$ cat config.mk
export PLATFORM = sky130hd
export DESIGN_NAME = paridade_tx
export DESIGN_NICKNAME = d
export VERILOG_FILES = /design/src/rtl/paridade_pkg.sv /design/src/rtl/paridade_baud_gen.sv /design/src/rtl/paridade_tx.sv
export SDC_FILE = /design/constraint.sdc
export NUM_CORES = 1
export LEC_CHECK = 0
export ABC_AREA = 1
export BUFFER_PORTS_ARGS = -buffer_cell sky130_fd_sc_hd__buf_2
export CORE_ASPECT_RATIO = 0.75
export CORE_UTILIZATION = 55
export CTS_CLUSTER_SIZE = 14
export DETAILED_ROUTE_END_ITERATION = 10
export PLACE_DENSITY_LB_ADDON = 0.08
export SETUP_SLACK_MARGIN = 0.02
export SLEW_MARGIN = 30
export SYNTH_ARGS = -nofsm -noshare
export SYNTH_HDL_FRONTEND = slang
export SYNTH_HIERARCHICAL = 1
export SYNTH_SLANG_ARGS = --single-unit
$ cat constraint.sdc
create_clock -name clk -period 1.9 [get_ports clk]
set_input_delay 0.38 -clock clk [delete_from_list [all_inputs] [get_ports clk]]
set_output_delay 0.38 -clock clk [all_outputs]
set_load 0.05 [all_outputs]
$ cat src/rtl/paridade_pkg.sv
`default_nettype none
// ============================================================================
// Module      : paridade_pkg
// Description : Shared types and helpers for the 5-bit + parity link.
//               Holds the transmitter state encoding, frame geometry and
//               the parity function used by both ends of the link.
// Contents    : state_t      - transmitter FSM states
//               FRAME_BITS   - serial bits per frame (start+5 data+parity+stop)
//               DATA_BITS    - payload width
//               calc_parity  - parity bit for a word (even when odd=0)
// Revision    : 1.0 - initial release
// ============================================================================
package paridade_pkg;

  localparam int FRAME_BITS = 8;
  localparam int DATA_BITS  = 5;

  typedef enum logic [2:0] {
    IDLE   = 3'd0,
    START  = 3'd1,
    DATA   = 3'd2,
    PARITY = 3'd3,
    STOP   = 3'd4
  } state_t;

  // Returns P such that ^{data, P} == odd.
  function automatic logic calc_parity(input logic [DATA_BITS-1:0] data,
                                       input logic                 odd);
    return (^data) ^ odd;
  endfunction

endpackage : paridade_pkg
`default_nettype wire

$ cat src/rtl/paridade_baud_gen.sv
`default_nettype none
// ============================================================================
// Module      : paridade_baud_gen
// Description : Bit-period counter for the parity-word serializer. Counts
//               0..CLKS_PER_BIT-1 while enabled and flags the last cycle of
//               each bit period.
// Ports       : clk       in  clock, rising edge
//               rst_n     in  synchronous active-low reset
//               clear     in  restart the bit period (counter to 0)
//               enable    in  count this cycle
//               bit_tick  out high on the last cycle of a bit period
// Revision    : 1.0 - initial release
// ============================================================================
module paridade_baud_gen #(
  parameter int CLKS_PER_BIT = 4
) (
  input  logic clk,
  input  logic rst_n,
  input  logic clear,
  input  logic enable,
  output logic bit_tick
);

  localparam int            CNT_W    = (CLKS_PER_BIT > 1) ? $clog2(CLKS_PER_BIT) : 1;
  localparam logic [CNT_W-1:0] CNT_LAST = CNT_W'(CLKS_PER_BIT - 1);

  logic [CNT_W-1:0] r_cnt;
  logic             w_last;

  assign w_last   = (r_cnt == CNT_LAST);
  assign bit_tick = enable && w_last;

  always_ff @(posedge clk) begin
    if (!rst_n) begin
      r_cnt <= '0;
    end else if (clear) begin
      r_cnt <= '0;
    end else if (enable) begin
      if (w_last) begin
        r_cnt <= '0;
      end else begin
        r_cnt <= r_cnt + 1'b1;
      end
    end
  end

endmodule : paridade_baud_gen
`default_nettype wire

$ cat src/rtl/paridade_tx.sv
`default_nettype none
// ============================================================================
// Module      : paridade_tx
// Description : Parity-word transmitter. Accepts a 5-bit word over a
//               valid/ready handshake, computes its parity bit, presents
//               word and parity as registered parallel outputs and
//               serializes start, B1..B5, parity, stop on tx_serial.
// Parameters  : CLKS_PER_BIT - clocks per serial bit (>= 2)
//               ODD_PARITY   - 0 even, 1 odd parity
// Ports       : clk          in  clock, rising edge
//               rst_n        in  synchronous active-low reset
//               data_in[4:0] in  word, data_in[4]=B1 .. data_in[0]=B5
//               data_valid   in  word present
//               force_err    in  invert parity of the accepted word
//               data_ready   out high while idle
//               B1..B5       out registered parallel word
//               bitparidade  out registered parity bit
//               tx_serial    out serial line, idles high
//               busy         out frame in progress
//               done         out one-cycle pulse after the stop bit
// Revision    : 1.0 - initial release
// ============================================================================
module paridade_tx
  import paridade_pkg::*;
#(
  parameter int CLKS_PER_BIT = 4,
  parameter bit ODD_PARITY   = 1'b0
) (
  input  logic                 clk,
  input  logic                 rst_n,
  input  logic [DATA_BITS-1:0] data_in,
  input  logic                 data_valid,
  input  logic                 force_err,
  output logic                 data_ready,
  output logic                 B1,
  output logic                 B2,
  output logic                 B3,
  output logic                 B4,
  output logic                 B5,
  output logic                 bitparidade,
  output logic                 tx_serial,
  output logic                 busy,
  output logic                 done
);

  localparam logic [2:0] IDX_LAST = 3'(DATA_BITS - 1);

  state_t               r_state;
  state_t               w_state_nxt;
  logic [2:0]           r_idx;
  logic [2:0]           w_idx_nxt;
  logic [DATA_BITS-1:0] r_shift;
  logic [DATA_BITS-1:0] r_word;
  logic                 r_par;
  logic                 r_tx;
  logic                 w_tx_nxt;
  logic                 r_busy;
  logic                 r_ready;
  logic                 r_done;
  logic                 w_done_nxt;
  logic                 w_shift;
  logic                 w_accept;
  logic                 w_tick;

  assign w_accept = data_valid && r_ready;

  paridade_baud_gen #(
    .CLKS_PER_BIT (CLKS_PER_BIT)
  ) u_baud (
    .clk      (clk),
    .rst_n    (rst_n),
    .clear    (w_accept),
    .enable   (r_state != IDLE),
    .bit_tick (w_tick)
  );

  // Next-state and next-output logic. tx_serial is registered, so the value
  // computed here is the one the line carries in the state being entered.
  always_comb begin
    w_state_nxt = r_state;
    w_idx_nxt   = r_idx;
    w_tx_nxt    = r_tx;
    w_done_nxt  = 1'b0;
    w_shift     = 1'b0;
    case (r_state)
      IDLE: begin
        w_tx_nxt = 1'b1;
        if (w_accept) begin
          w_state_nxt = START;
          w_tx_nxt    = 1'b0;
        end
      end
      START: begin
        if (w_tick) begin
          w_state_nxt = DATA;
          w_idx_nxt   = 3'd0;
          w_tx_nxt    = r_shift[DATA_BITS-1];
        end
      end
      DATA: begin
        if (w_tick) begin
          if (r_idx == IDX_LAST) begin
            w_state_nxt = PARITY;
            w_tx_nxt    = r_par;
          end else begin
            w_idx_nxt = r_idx + 3'd1;
            w_shift   = 1'b1;
            // Bit that becomes the MSB after this cycle's shift.
            w_tx_nxt  = r_shift[DATA_BITS-2];
          end
        end
      end
      PARITY: begin
        if (w_tick) begin
          w_state_nxt = STOP;
          w_tx_nxt    = 1'b1;
        end
      end
      STOP: begin
        if (w_tick) begin
          w_state_nxt = IDLE;
          w_tx_nxt    = 1'b1;
          w_done_nxt  = 1'b1;
        end
      end
      default: begin
        w_state_nxt = IDLE;
        w_tx_nxt    = 1'b1;
      end
    endcase
  end

  always_ff @(posedge clk) begin
    if (!rst_n) begin
      r_state <= IDLE;
      r_idx   <= 3'd0;
      r_tx    <= 1'b1;
      r_done  <= 1'b0;
      r_busy  <= 1'b0;
      r_ready <= 1'b1;
      r_shift <= '0;
      r_word  <= '0;
      r_par   <= ODD_PARITY;
    end else begin
      r_state <= w_state_nxt;
      r_idx   <= w_idx_nxt;
      r_tx    <= w_tx_nxt;
      r_done  <= w_done_nxt;
      r_busy  <= (w_state_nxt != IDLE);
      r_ready <= (w_state_nxt == IDLE);
      if (w_accept) begin
        r_word  <= data_in;
        r_shift <= data_in;
        r_par   <= calc_parity(data_in, ODD_PARITY) ^ force_err;
      end else if (w_shift) begin
        r_shift <= {r_shift[DATA_BITS-2:0], 1'b0};
      end
    end
  end

  assign data_ready  = r_ready;
  assign busy        = r_busy;
  assign done        = r_done;
  assign tx_serial   = r_tx;
  assign bitparidade = r_par;
  assign B1          = r_word[4];
  assign B2          = r_word[3];
  assign B3          = r_word[2];
  assign B4          = r_word[1];
  assign B5          = r_word[0];

endmodule : paridade_tx
`default_nettype wire

Word-level counts from Yosys, hierarchy flattened --
Index checks and enable logic that the tools add are counted.
Storage, ports and cells: output and inout bits 10, word-level logic and storage cells 62, bits in registers 23, input port bits 9
Cells by class: reduce and logical (&&, ||, !) cells 14, bitwise operators 2, add/sub/neg operators 2, multiplexer cells 24, equality and inequality tests 10
Operator list (count):
- 2-to-1 mux 3 bit | 9
- one-hot mux 3 bit (5 select lines) | 1
- 2-to-1 mux 5 bit | 2
- 2-to-1 mux 1 bit | 9
- equality test 3 x 2 -> 1 bit (second input constant) | 2
- equality test 3 bit (second input constant) | 2
- zero test 3 bit | 2
- inequality test 2 x 1 -> 1 bit (second input constant) | 3
- one-hot mux 3 bit (2 select lines) | 1
- nonzero test 3 bit | 2
- parity 5 bit | 1
- one-hot mux 1 bit (4 select lines) | 1
- AND reduction 4 bit | 1
- nonzero test 2 bit | 2
- OR reduction 2 bit | 2
- adder 3 x 1 -> 3 bit (second input constant) | 1
- equality test 3 x 1 -> 1 bit (second input constant) | 1
- AND reduction 3 bit | 1
- adder 2 x 1 -> 2 bit (second input constant) | 1
- equality test 2 bit (second input constant) | 1
- logical AND 1 bit | 2
- 2-to-1 mux 2 bit | 1
- inequality test 2 bit (second input constant) | 1
- AND reduction 2 bit | 1
- other kinds (2) | 2

Depth between registers and ports, before layout --
Gate-level depths: netlist (run 1).
word-level depth 6, gate-level depth with buffers 11, depth with buffers taken out 11

Hierarchy --
The synthesis (run 1) kept the hierarchy.
Modules (own cells, without submodules):
- paridade_tx | instances 1, sequential area each 420.4 um^2, area each 1104.8 um^2, cells an instance 169
- paridade_baud_gen | instances 1, sequential area each 40.0 um^2, area each 111.4 um^2, cells an instance 16

Worst setup path before layout (run 1) --
OpenSTA, ideal clock, no wires.
kind register to register, from reg r_state[1], to reg r_idx[1], slack 449 ps, period minus slack after synthesis 1451 ps, data required time 1772 ps, buffers on the path 0, arrival time 1324 ps, cell stages (with the launch flop) 12, setup time 128 ps, path through dfxtp_1 inv_1 nand3_1 nand2_1 inv_1 inv_1 nor2_4 nand2_4 nand2_2 nand2_1 nand2_1 nor2_1
On the way: longest elaborated chain between the ends 4, elaborated cells between the ends (all ways) 10, classes of those cells eq/ne (5); mux (1); reduce/logical (4)
RTL lines:
- start: declaration | line paridade_tx.sv:48 | state_t r_state;
- start signal: assignment | line paridade_tx.sv:145 | r_state <= w_state_nxt;
- nonzero test 3 bit * | line paridade_tx.sv:73 | .enable (r_state != IDLE),
- logical AND 1 bit * | line paridade_baud_gen.sv:31 | assign bit_tick = enable && w_last;
- net w_tick | line paridade_tx.sv:63 | logic w_tick;
- inequality test 2 x 1 -> 1 bit (no line)
- AND reduction 4 bit (no line) *
- end signal: assignment | line paridade_tx.sv:146 | r_idx <= w_idx_nxt;
- end: declaration | line paridade_tx.sv:50 | logic [2:0] r_idx;
The timed path passes the listed nets; every way through them passes the cells marked *. A chain may end at the register's enable or synchronous reset.

Worst setup path after layout (run 1) --
from reg r_state[1], to reg r_shift[2]
On the way: longest elaborated chain between the ends 5, elaborated cells between the ends (all ways) 6, classes of those cells eq/ne (1); mux (2); reduce/logical (3)
RTL lines:
- nonzero test 3 bit | line paridade_tx.sv:73
- logical AND 1 bit | line paridade_baud_gen.sv:31
- net w_tick | line paridade_tx.sv:63
- 2-to-1 mux 1 bit | line paridade_tx.sv:101 | if (w_tick) begin
- 2-to-1 mux 1 bit | line paridade_tx.sv:85 | case (r_state)
- nonzero test 2 bit (no line)
- end signal: assignment | line paridade_tx.sv:153 | r_shift <= data_in;
- end signal: assignment | line paridade_tx.sv:156 | r_shift <= {r_shift[DATA_BITS-2:0], 1'b0};
- end: declaration | line paridade_tx.sv:52 | logic [DATA_BITS-1:0] r_shift;
The timed path passes the listed nets, and every way through them passes these cells.

==> metrics.txt, run 1 <==
area leader, netlist=dfxtp_1; Yosys reg bits=23; synth top area cells=dfxtp_1 (38%), nand2_1 (21%), nand3_1 (9.9%); fraction of layout cells with a size suffix above 1=17.0%; critical path's slowest cell=dfxtp_1; Worst path max stage delay=0.42 ns; port bufs=18; DR vias/cell=5.19; first-pass GRT wire length=4260 um; largest family of logic cells by synthesized area=simple AND/OR/NAND/NOR gates; xor-xnor portion of the synthesized cell area=0.720%; Global Route Usage Sum=22.5%; EDFF count, synth=0; multi-input logic area=647 um^2; mux cell area share after synthesis=0%; Worst Hold Class=in -> reg; Worst EP required=2.13 ns; Synth Area in Compound Gates=8.23%; Bufs on Longest Clock Path=2; Setup TNS=0 ns; CORE AREA=2050 um^2; final WL=2540 um; root buf cell=clkbuf_4; hold path startpoint=rst_n; Synth top cells by count=nand2_1 (67), inv_1 (25), nand3_1 (24), dfxtp_1 (23), a21oi_1 (14); Storage cell area=460 um^2; num rows=14; synth-to-layout area growth=12.3%; Async SR Flop Fraction=0%; Fin. Hold Viols=0; GPL Wtd Cong=0.904; GR Util met3=5.49%; Final Setup Violations=0; TritonCTS clock tree=done; total gr overflow=0; Most Used Layer, Global Route=met2; initial antenna violation count=0; Seq/Total Area, Yosys=37.9%; most frequent cell on the critical path=inv_1; Top-Level Pins=19; DR vias=1193; total of max-cap violations=0; diode count=0; router iterations before antenna repair=4; top-count cell post-synth=nand2_1; Tcrit/Tclk final=86.9%; htree depth=1; CTS sink count=23; Clk Latency, worst-skew pair=0.30 ns; Clock transition at path regs=0.12 ns; die footprint=2410 um^2; DRC viols=0; pin count of the biggest net entering global routing=16; ANT nets after route=0; Synth Warn #=6; Fin Clk Skew=0.00208 ns; number of nets in the layout=219; run status=finished, final reports clean; CTS Buf Count=3; Critical path origin=r_state[1]; Startpoint Class=register; setup repair bufs after CTS=0; DR iter-0 viols=44; final period demand of the worst path=1.65 ns; Data arrival, critical path=1.89 ns; synthesized instance count=185; post-synth top area share=37.9%; placed wire-length estimate=1940 um; total leakage power=0.000725 uW; fmax=605 MHz; GRT met2 Usage=38.1%; Main synth FF type=dfxtp_1; Filler cells=200; RSZ-0062 raised after global routing=no; crit path cell chain=inv_1, nand3_2, nand2_1, inv_1, inv_1, nor2_4, nand2_4, nand2_4, nand2_1, a21oi_1; slew margin rel.=66.4%; crit path max fanout=10; Initial Util=59.3%; Simple-Gate Fraction of Synth Area=40.7%; final count of pins violating max slew=0; met1 GRT Util=29.4%; Die W=56.3 um; hold slack=0.365 ns; syn_area_per_cell=6.57 um^2; critical path endpoint category=register; mapped cell area=1220 um^2; Netlist cell types=21; R2R Path Start=r_state[1]; VDD IR max=0.482 mV; CP Class=reg -> reg; pwr dens=701 nW/um^2; vias in the first global route=1032; syn_nets=197; post-DR wirelength/cell=11.0 um; measured slew at the worst slew-check pin=0.503 ns; synthesized-area fraction occupied by adder cells=3.09%; Chip Height=42.7 um
-- registers in the layout, summed over array words and instances (netlist names), 2 cells and up --
name / count
r_idx: 3
r_shift: 5
r_state: 3
r_word: 5
u_baud/r_cnt: 2
-- critical path: cells and delay by family, from the launching register on --
family                 cells  cell delay, ns
AND/OR/NAND/NOR            6            0.63
buffers and inverters      3            0.40
flip-flops                 1            0.42
AO/OA/AOI/OAI              1            0.13
-- placed cells by master (no fill, tap or decap), drive strengths merged --
cell	count
nor2	7
o21ai	3
a21oi	15
nand3	25
inv	28
buf	19
clkbuf	4
nor3	2
xnor2	1
dfxtp	23
nand2	72
o22ai	1
ha	3
nand4	3
-- path summary, 6_finish.rpt --
path | to | slack, ns | cells past startpoint
max | r_shift[2] | 0.25 | 10
min | r_shift[3] | 0.37 | 3
max reg2reg | r_shift[2] | 0.25 | 10
min reg2reg | r_word[2] | 0.47 | 2
-- final cells by class --
class	count	area share [%]
Timing Repair Buffer	19	7.14
Sequential cell	23	33.7
Clock buffer	4	1.92
Inverter	28	7.69
Multi-Input combinational cell	132	47.3
Tap cell	24	2.20
-- power breakdown --
part           switching, uW  internal, uW
logic                    153          61.8
registers               14.3           508
clock network            138          81.9
total                    305           652
-- layer usage --
metal,routed length (um),part of all wire (%)
met2,1190,47
met1,1180,47
met4,13,0.51
met5,0,0
met3,152,6.0
-- cells by family after synthesis --
kind of cell / Yosys count
and+or+nand+nor: 109
buffers and inverters: 30
DFF: 23
AOI/OAI and AO/OA: 19
adders and majority gates: 3
xor gates and xnor gates: 1
-- metrics by stage --
| step | worst slack [ns] | util, % | instances | power [uW] | cell area, um^2 |
|---|---|---|---|---|---|
| global placement | 0.320 | 65.1 | 226 | 739 | 1340 |
| finish | 0.248 | 66.7 | 230 | 958 | 1370 |
| global route | 0.0806 | 66.7 | 230 | 1010 | 1370 |
| detailed placement | 0.210 | 65.1 | 226 | 747 | 1340 |
| CTS | 0.182 | 66.4 | 230 | 963 | 1360 |
| floorplan | 0.449 | - | 185 | 692 | 1220 |
-- what timing repair did --
action | 4_1_cts | 5_1_grt
gates resized for setup | 0 | 1
hold buffers | 0 | 0
endpoints found under the setup margin | 0 | 3
Note: power is estimated with default switching activity, not from simulation.
==> run 2, diff against run 1 <==
==> constraint.sdc (replaced) <==
create_clock -name clk -period 1.9 [get_ports clk]
set_input_delay 0.19 -clock clk [delete_from_list [all_inputs] [get_ports clk]]
set_output_delay 0.19 -clock clk [all_outputs]
set_load 0.05 [all_outputs]
==> run 2 against run 1 <==
Against the previous run:
- clock power barely moved
- non-clock buffer count is 1 lower
- critical path depth increased by 1
- worst setup slack gained 0.041 ns
- largest power group unchanged
- total power is 0.24% lower
- maximum frequency increased by 2.6%
- highest routed layer unchanged
- flip-flop and latch count unchanged
==> metrics.txt, run 2 (same netlist as run 1, synthesis figures left out) <==
Clock transition at path regs=0.12 ns (about the same); Tcrit/Tclk final=84.8% (was 86.9%); final WL=2440 um (was 2540 um); Final Setup Violations=0 (unchanged); router iterations before antenna repair=4 (unchanged); TritonCTS clock tree=done (unchanged); placed wire-length estimate=1940 um (about the same); fmax=621 MHz (was 605 MHz); post-DR wirelength/cell=10.7 um (was 11.0 um); num rows=14 (unchanged); number of nets in the layout=218 (was 219); measured slew at the worst slew-check pin=0.500 ns (was 0.503 ns); synth-to-layout area growth=12.1% (was 12.3%); Bufs on Longest Clock Path=2 (unchanged); Worst Reg2Reg Path Length in Cells=11 (was 10); Startpoint Class=register (unchanged); VDD IR max=0.475 mV (was 0.482 mV); final period demand of the worst path=1.61 ns (was 1.65 ns); Initial Util=59.3% (unchanged); CTS sink count=23 (unchanged); Setup WS pre-CTS=0.204 ns (was 0.210 ns); DR vias=1205 (was 1193); Worst EP required=2.10 ns (was 2.13 ns); diode count=0 (unchanged); Final Cell Area=1360 um^2 (was 1370 um^2); Chip Height=42.7 um (unchanged); Fin. Hold Viols=0 (unchanged); die footprint=2410 um^2 (unchanged); ANT nets after route=0 (unchanged); run status=finished, final reports clean (unchanged); GPL Wtd Cong=0.901 (was 0.904); port bufs=18 (unchanged); dpl cells=225 (was 226); setup ws final=0.289 ns (was 0.248 ns); RSZ-0062 raised after global routing=no (unchanged); slew margin rel.=66.6% (was 66.4%); final count of pins violating max slew=0 (unchanged); Die W=56.3 um (unchanged); total gr overflow=0 (unchanged); Worst Hold Class=in -> reg (unchanged); htree depth=1 (unchanged); Min-Delay Path Depth=3 (unchanged); Global Route Usage Sum=22.2% (was 22.5%); total of max-cap violations=0 (unchanged); first-pass GRT wire length=4140 um (was 4260 um); root buf cell=clkbuf_4 (unchanged); initial antenna violation count=0 (unchanged); fraction of layout cells with a size suffix above 1=17.6% (was 17.0%); critical path endpoint category=register (unchanged); setup repair bufs after CTS=0 (unchanged); crit path max fanout=10 (unchanged); CTS Buf Count=3 (unchanged); Data arrival, critical path=1.81 ns (was 1.89 ns); DR iter-0 viols=56 (was 44); dpl cell area=1330 um^2 (was 1340 um^2); vias in the first global route=993 (was 1032); pwr dens=700 nW/um^2 (was 701 nW/um^2); DR vias/cell=5.26 (was 5.19); total leakage power=0.000721 uW (was 0.000725 uW); CORE AREA=2050 um^2 (unchanged); Top-Level Pins=19 (unchanged); pin count of the biggest net entering global routing=17 (was 16); Fin Clk Skew=0.00372 ns (was 0.00208 ns); Setup TNS=0 ns (unchanged); biggest regs=r_shift: 5 flops, r_word: 5 flops (unchanged); Finished Layout Cells=229 (was 230); commonest non-fill, non-tap cells in the layout=nand2_1 (67), inv_1 (24), nand3_1 (23), dfxtp_1 (23), buf_2 (18) (was nand2_1 (67), inv_1 (25), nand3_1 (23), dfxtp_1 (23), buf_2 (18)); CP Class=reg -> reg (unchanged); commonest non-fill, non-tap cell in the layout=nand2_1 (unchanged); Clk Latency, worst-skew pair=0.31 ns (was 0.30 ns); DRC viols=0 (unchanged)
## run 2: timing repair
action / 4_1_cts / 5_1_grt
endpoints found under the setup margin: 0 / 9
resized for setup: 0 / 4
hold buffers: 0 / 0
## run 2: path summary, 6_finish.rpt
path,from,slack (ns),endpoint
worst max-delay path,r_state[1],0.29,r_idx[1]
worst max register to register,r_state[1],0.29,r_idx[1]
worst min register to register,r_word[2],0.47,r_word[2]
worst min-delay path,rst_n,0.17,r_shift[3]
## run 2: critical path: stages, from the launching register on
cell and delay, ns:
dfxtp_1 0.43, inv_1 0.13, nand3_2 0.14, nand2_1 0.07, inv_1 0.14, inv_2 0.11
nor2_4 0.14, nand2_4 0.11, nand2_2 0.09, nand2_1 0.05, nand2_1 0.05, nor2_1 0.03
## run 2: report_power, final
part | internal, uW | switching (uW)
Clock | 81.9 | 140
Sequential | 508 | 14.1
Combinational | 59.4 | 152
## run 2: routing by layer
metal | up-vias | track usage [%] | share of wire [%]
li1 | 630 | - | -
met1 | 541 | 29.2 | 50
met2 | 32 | 36.4 | 45
met3 | 2 | 5.49 | 4.3
met4 | 0 | 6.34 | 0.45
met5 | - | 0 | 0
## run 2: per-stage QoR
step | hold slack (ns) | power (uW) | util (%)
4_1_cts | 0.156 | 962 | 66.1
6_report | 0.167 | 955 | 66.5
3_5_place_dp | 0.453 | 744 | 64.8
2_1_floorplan | 0.288 | 692 | -
3_3_place_gp | 0.452 | 736 | 64.8
5_1_grt | 0.167 | 1010 | 66.5
## run 2: cell type report
class / count / area, um^2
Multi-Input combinational cell: 132 / 652
Fill cell: 187 / 686
Inverter: 28 / 105
Tap cell: 24 / 30.0
Timing Repair Buffer: 18 / 90.1
Clock buffer: 4 / 26.3
Sequential cell: 23 / 460
==> run 3, diff against run 2 <==
--- a/config.mk
+++ b/config.mk
@@ -5,10 +5,10 @@
 export SDC_FILE = /design/constraint.sdc
 export NUM_CORES = 1
 export LEC_CHECK = 0
-export ABC_AREA = 1
+export ABC_AREA = 0
 export BUFFER_PORTS_ARGS = -buffer_cell sky130_fd_sc_hd__buf_2
 export CORE_ASPECT_RATIO = 0.75
-export CORE_UTILIZATION = 55
+export CORE_UTILIZATION = 54
 export CTS_CLUSTER_SIZE = 14
 export DETAILED_ROUTE_END_ITERATION = 10
 export PLACE_DENSITY_LB_ADDON = 0.08
==> constraint.sdc (replaced) <==
create_clock -name clk -period 1.7 [get_ports clk]
set_input_delay 0.17 -clock clk [delete_from_list [all_inputs] [get_ports clk]]
set_output_delay 0.17 -clock clk [all_outputs]
set_load 0.05 [all_outputs]
==> run 3 against run 2 <==
Against the previous run:
- register-to-register slack worse by 0.23 ns
- utilization is 4.5 points higher
- area after synthesis is 8.5% lower
- combinational power is 11% higher
- sequential share of layout area is 1.7 points higher
- wire length is 9.0% lower
- worst hold slack worse by 0.065 ns
- final cell count is 24% lower
- sequential power is 13% higher
- clock skew is 0.0021 ns lower
- critical path depth is 5 lower
- worst setup slack worse by 0.23 ns
- critical path type unchanged
- critical endpoint is now r_shift[4]
==> metrics.txt, run 3 <==
Int Power=744 uW (was 650 uW); Tcrit/Tclk final=96.3% (was 84.8%); number of nets in the layout=164 (was 218); crit path max fanout=6 (was 10); Synth Warn #=6 (unchanged); diode count=0 (unchanged); pwr dens=837 nW/um^2 (was 700 nW/um^2); Synth top cells by count=dfxtp_1 (23), a21oi_1 (16), nand2_1 (15), nor2_1 (7), o21ai_0 (7) (was nand2_1 (67), inv_1 (25), nand3_1 (24), dfxtp_1 (23), a21oi_1 (14)); Initial Util=60.5% (was 59.3%); commonest non-fill, non-tap cells in the layout=dfxtp_1 (21), buf_2 (18), a21oi_1 (16) (was nand2_1 (67), inv_1 (24), nand3_1 (23), dfxtp_1 (23), buf_2 (18)); pin count of the biggest net entering global routing=18 (was 17); Flop pwr share=54.2% (was 54.7%); Netlist cell types=38 (was 21); final count of pins violating max slew=0 (unchanged); DRC viols=0 (unchanged); utilization after layout=71.0% (was 66.5%); Die W=54.4 um (was 56.3 um); Seq/Total Area, Yosys=41.4% (was 37.9%); final period demand of the worst path=1.64 ns (was 1.61 ns); Worst Hold Class=in -> reg (unchanged); switching power=349 uW (was 306 uW); EDFF count, synth=0 (unchanged); DR iter-0 viols=15 (was 56); Main synth FF type=dfxtp_1 (unchanged); total leakage power=0.000574 uW (was 0.000721 uW); synth top area cells=dfxtp_1 (41%), a21oi_1 (7.2%), nand2_1 (5.1%) (was dfxtp_1 (38%), nand2_1 (21%), nand3_1 (9.9%)); critical path endpoint category=register (unchanged); syn_nets=137 (was 197); Fin. Hold Viols=0 (unchanged); Sw Share=31.9% (was 32.0%); slew margin rel.=78.3% (was 66.6%); top-count cell post-synth=dfxtp_1 (was nand2_1); TritonCTS clock tree=done (unchanged); Crit path max-delay family=simple AND/OR/NAND/NOR gates (unchanged); RSZ-0062 raised after global routing=no (unchanged); area leader, netlist=dfxtp_1 (unchanged); Data arrival, critical path=1.85 ns (was 1.81 ns); initial antenna violation count=0 (unchanged); Yosys reg bits=23 (unchanged); die footprint=2250 um^2 (was 2410 um^2); Global Route Usage Sum=23.3% (was 22.2%); Clk Latency, worst-skew pair=0.32 ns (was 0.31 ns); biggest regs=r_shift: 5 flops, r_word: 5 flops (unchanged); Chip Height=41.3 um (was 42.7 um); num rows=13 (was 14); clock share of power=24.4% (was 23.2%); Clock transition at path regs=0.13 ns (was 0.12 ns); post-DR wirelength/cell=12.9 um (was 10.7 um); VDD IR max=0.693 mV (was 0.475 mV); placed wire-length estimate=1600 um (was 1940 um); mapped cell area=1110 um^2 (was 1220 um^2); total of max-cap violations=0 (unchanged); fraction of layout cells with a size suffix above 1=29.8% (was 17.6%); fmax=611 MHz (was 621 MHz); Top-Level Pins=19 (unchanged); Startpoint Class=register (unchanged); root buf cell=clkbuf_4 (unchanged); total gr overflow=0 (unchanged); vias in the first global route=785 (was 993); Gate power share=21.4% (was 22.1%); htree depth=1 (unchanged); Bufs on Longest Clock Path=2 (unchanged); syn_area_per_cell=8.90 um^2 (was 6.57 um^2); measured slew at the worst slew-check pin=0.325 ns (was 0.500 ns); synth-to-layout area growth=17.3% (was 12.1%); hold slack=0.103 ns (was 0.167 ns); Filler cells=150 (was 187); ANT nets after route=0 (unchanged); Async SR Flop Fraction=0% (unchanged); router iterations before antenna repair=4 (unchanged); Setup TNS=0 ns (unchanged); Worst EP required=1.91 ns (was 2.10 ns); CTS sink count=23 (unchanged); CP Class=reg -> reg (unchanged); DR vias=945 (was 1205); crit path cell chain=or3_4, and2_4, and2b_4, nand3_4, mux2i_1, a21oi_1 (was inv_1, nand3_2, nand2_1, inv_1, inv_2, nor2_4, nand2_4, nand2_2, nand2_1, nand2_1, nor2_1); critical path's slowest cell=or3_4 (was dfxtp_1); Worst path max stage delay=0.39 ns (was 0.43 ns); run status=finished, final reports clean (unchanged); Fin Clk Skew=0.00164 ns (was 0.00372 ns); synthesized instance count=125 (was 185); CORE AREA=1840 um^2 (was 2050 um^2); CTS Buf Count=3 (unchanged); commonest non-fill, non-tap cell in the layout=dfxtp_1 (was nand2_1); post-synth top area share=41.4% (was 37.9%); DR vias/cell=5.46 (was 5.26); GPL Wtd Cong=0.814 (was 0.901); crit path buf inv count=0 (was 3); port bufs=18 (unchanged); first-pass GRT wire length=3480 um (was 4140 um); Final Setup Violations=0 (unchanged); final WL=2220 um (was 2440 um)
[run 3: layout make-up]
type / count / area, um^2 / share of cell area (%)
repair buffers: 27 / 158 / 12.1
clock buffers: 3 / 22.5 / 1.73
well taps: 22 / 27.5 / 2.11
multi-input cells: 92 / 608 / 46.6
inverters: 5 / 18.8 / 1.44
clock inverters: 1 / 7.51 / 0.575
flip-flops and latches: 23 / 463 / 35.5
[run 3: worst reg2reg max path, stage by stage, from the launching register on]
cell     delay, ns
dfxtp_2       0.35
or3_4         0.39
and2_4        0.18
and2b_4       0.19
nand3_4       0.13
mux2i_1       0.21
a21oi_1       0.08
[run 3: routing by layer]
layer	up-vias	track usage [%]	wire length, um
li1	478	-	-
met1	443	30.1	1150
met2	22	38.1	975
met3	2	7.61	91
met4	0	5.13	10
met5	-	0	0
[run 3: stage by stage]
stage / area, um^2 / std cells / total power, uW / setup slack (ns)
after global placement: 1230 / 163 / 824 / 0.0991
final: 1310 / 173 / 1090 / 0.0633
after detailed placement: 1230 / 163 / 829 / 0.0542
after floorplan: 1130 / 125 / 776 / -0.0576
after CTS: 1260 / 167 / 1090 / 0.0384
after global routing: 1310 / 173 / 1150 / 0.0178
[run 3: worst paths after layout]
kind / start / end / slack [ns] / cells past startpoint
worst max-delay path: r_state[1] / r_shift[4] / 0.06 / 6
worst min-delay path: data_in[2] / r_word[2] / 0.10 / 3
worst min register to register: r_word[0] / r_word[0] / 0.46 / 2
worst max register to register: r_state[1] / r_shift[4] / 0.06 / 6
[run 3: timing repair]
action,CTS,global route
hold buffers,0,0
setup buffers,0,6
setup endpoints to repair,0,3
resized for setup,0,1
[run 3: logic make-up (layout without fill, tap and decap cells)]
kind of cell	count (synthesis)	count (layout)	share of synthesized area [%]
adders and majority gates	3	3	3.37
buffers and inverters	10	36	4.61
muxes	6	6	5.51
and+or+nand+nor	43	43	21.6
xor gates and xnor gates	8	8	6.30
AOI/OAI and AO/OA	32	32	17.2
DFF	23	23	41.4
[run 3: power by group through the flow]
stage / clock [uW] / combinational (uW) / sequential, uW
final: 267 / 234 / 592
after global routing: 298 / 252 / 596
after CTS: 274 / 226 / 592
after detailed placement: 0 / 226 / 604
after global placement: 0 / 222 / 602
after floorplan: 0 / 109 / 667
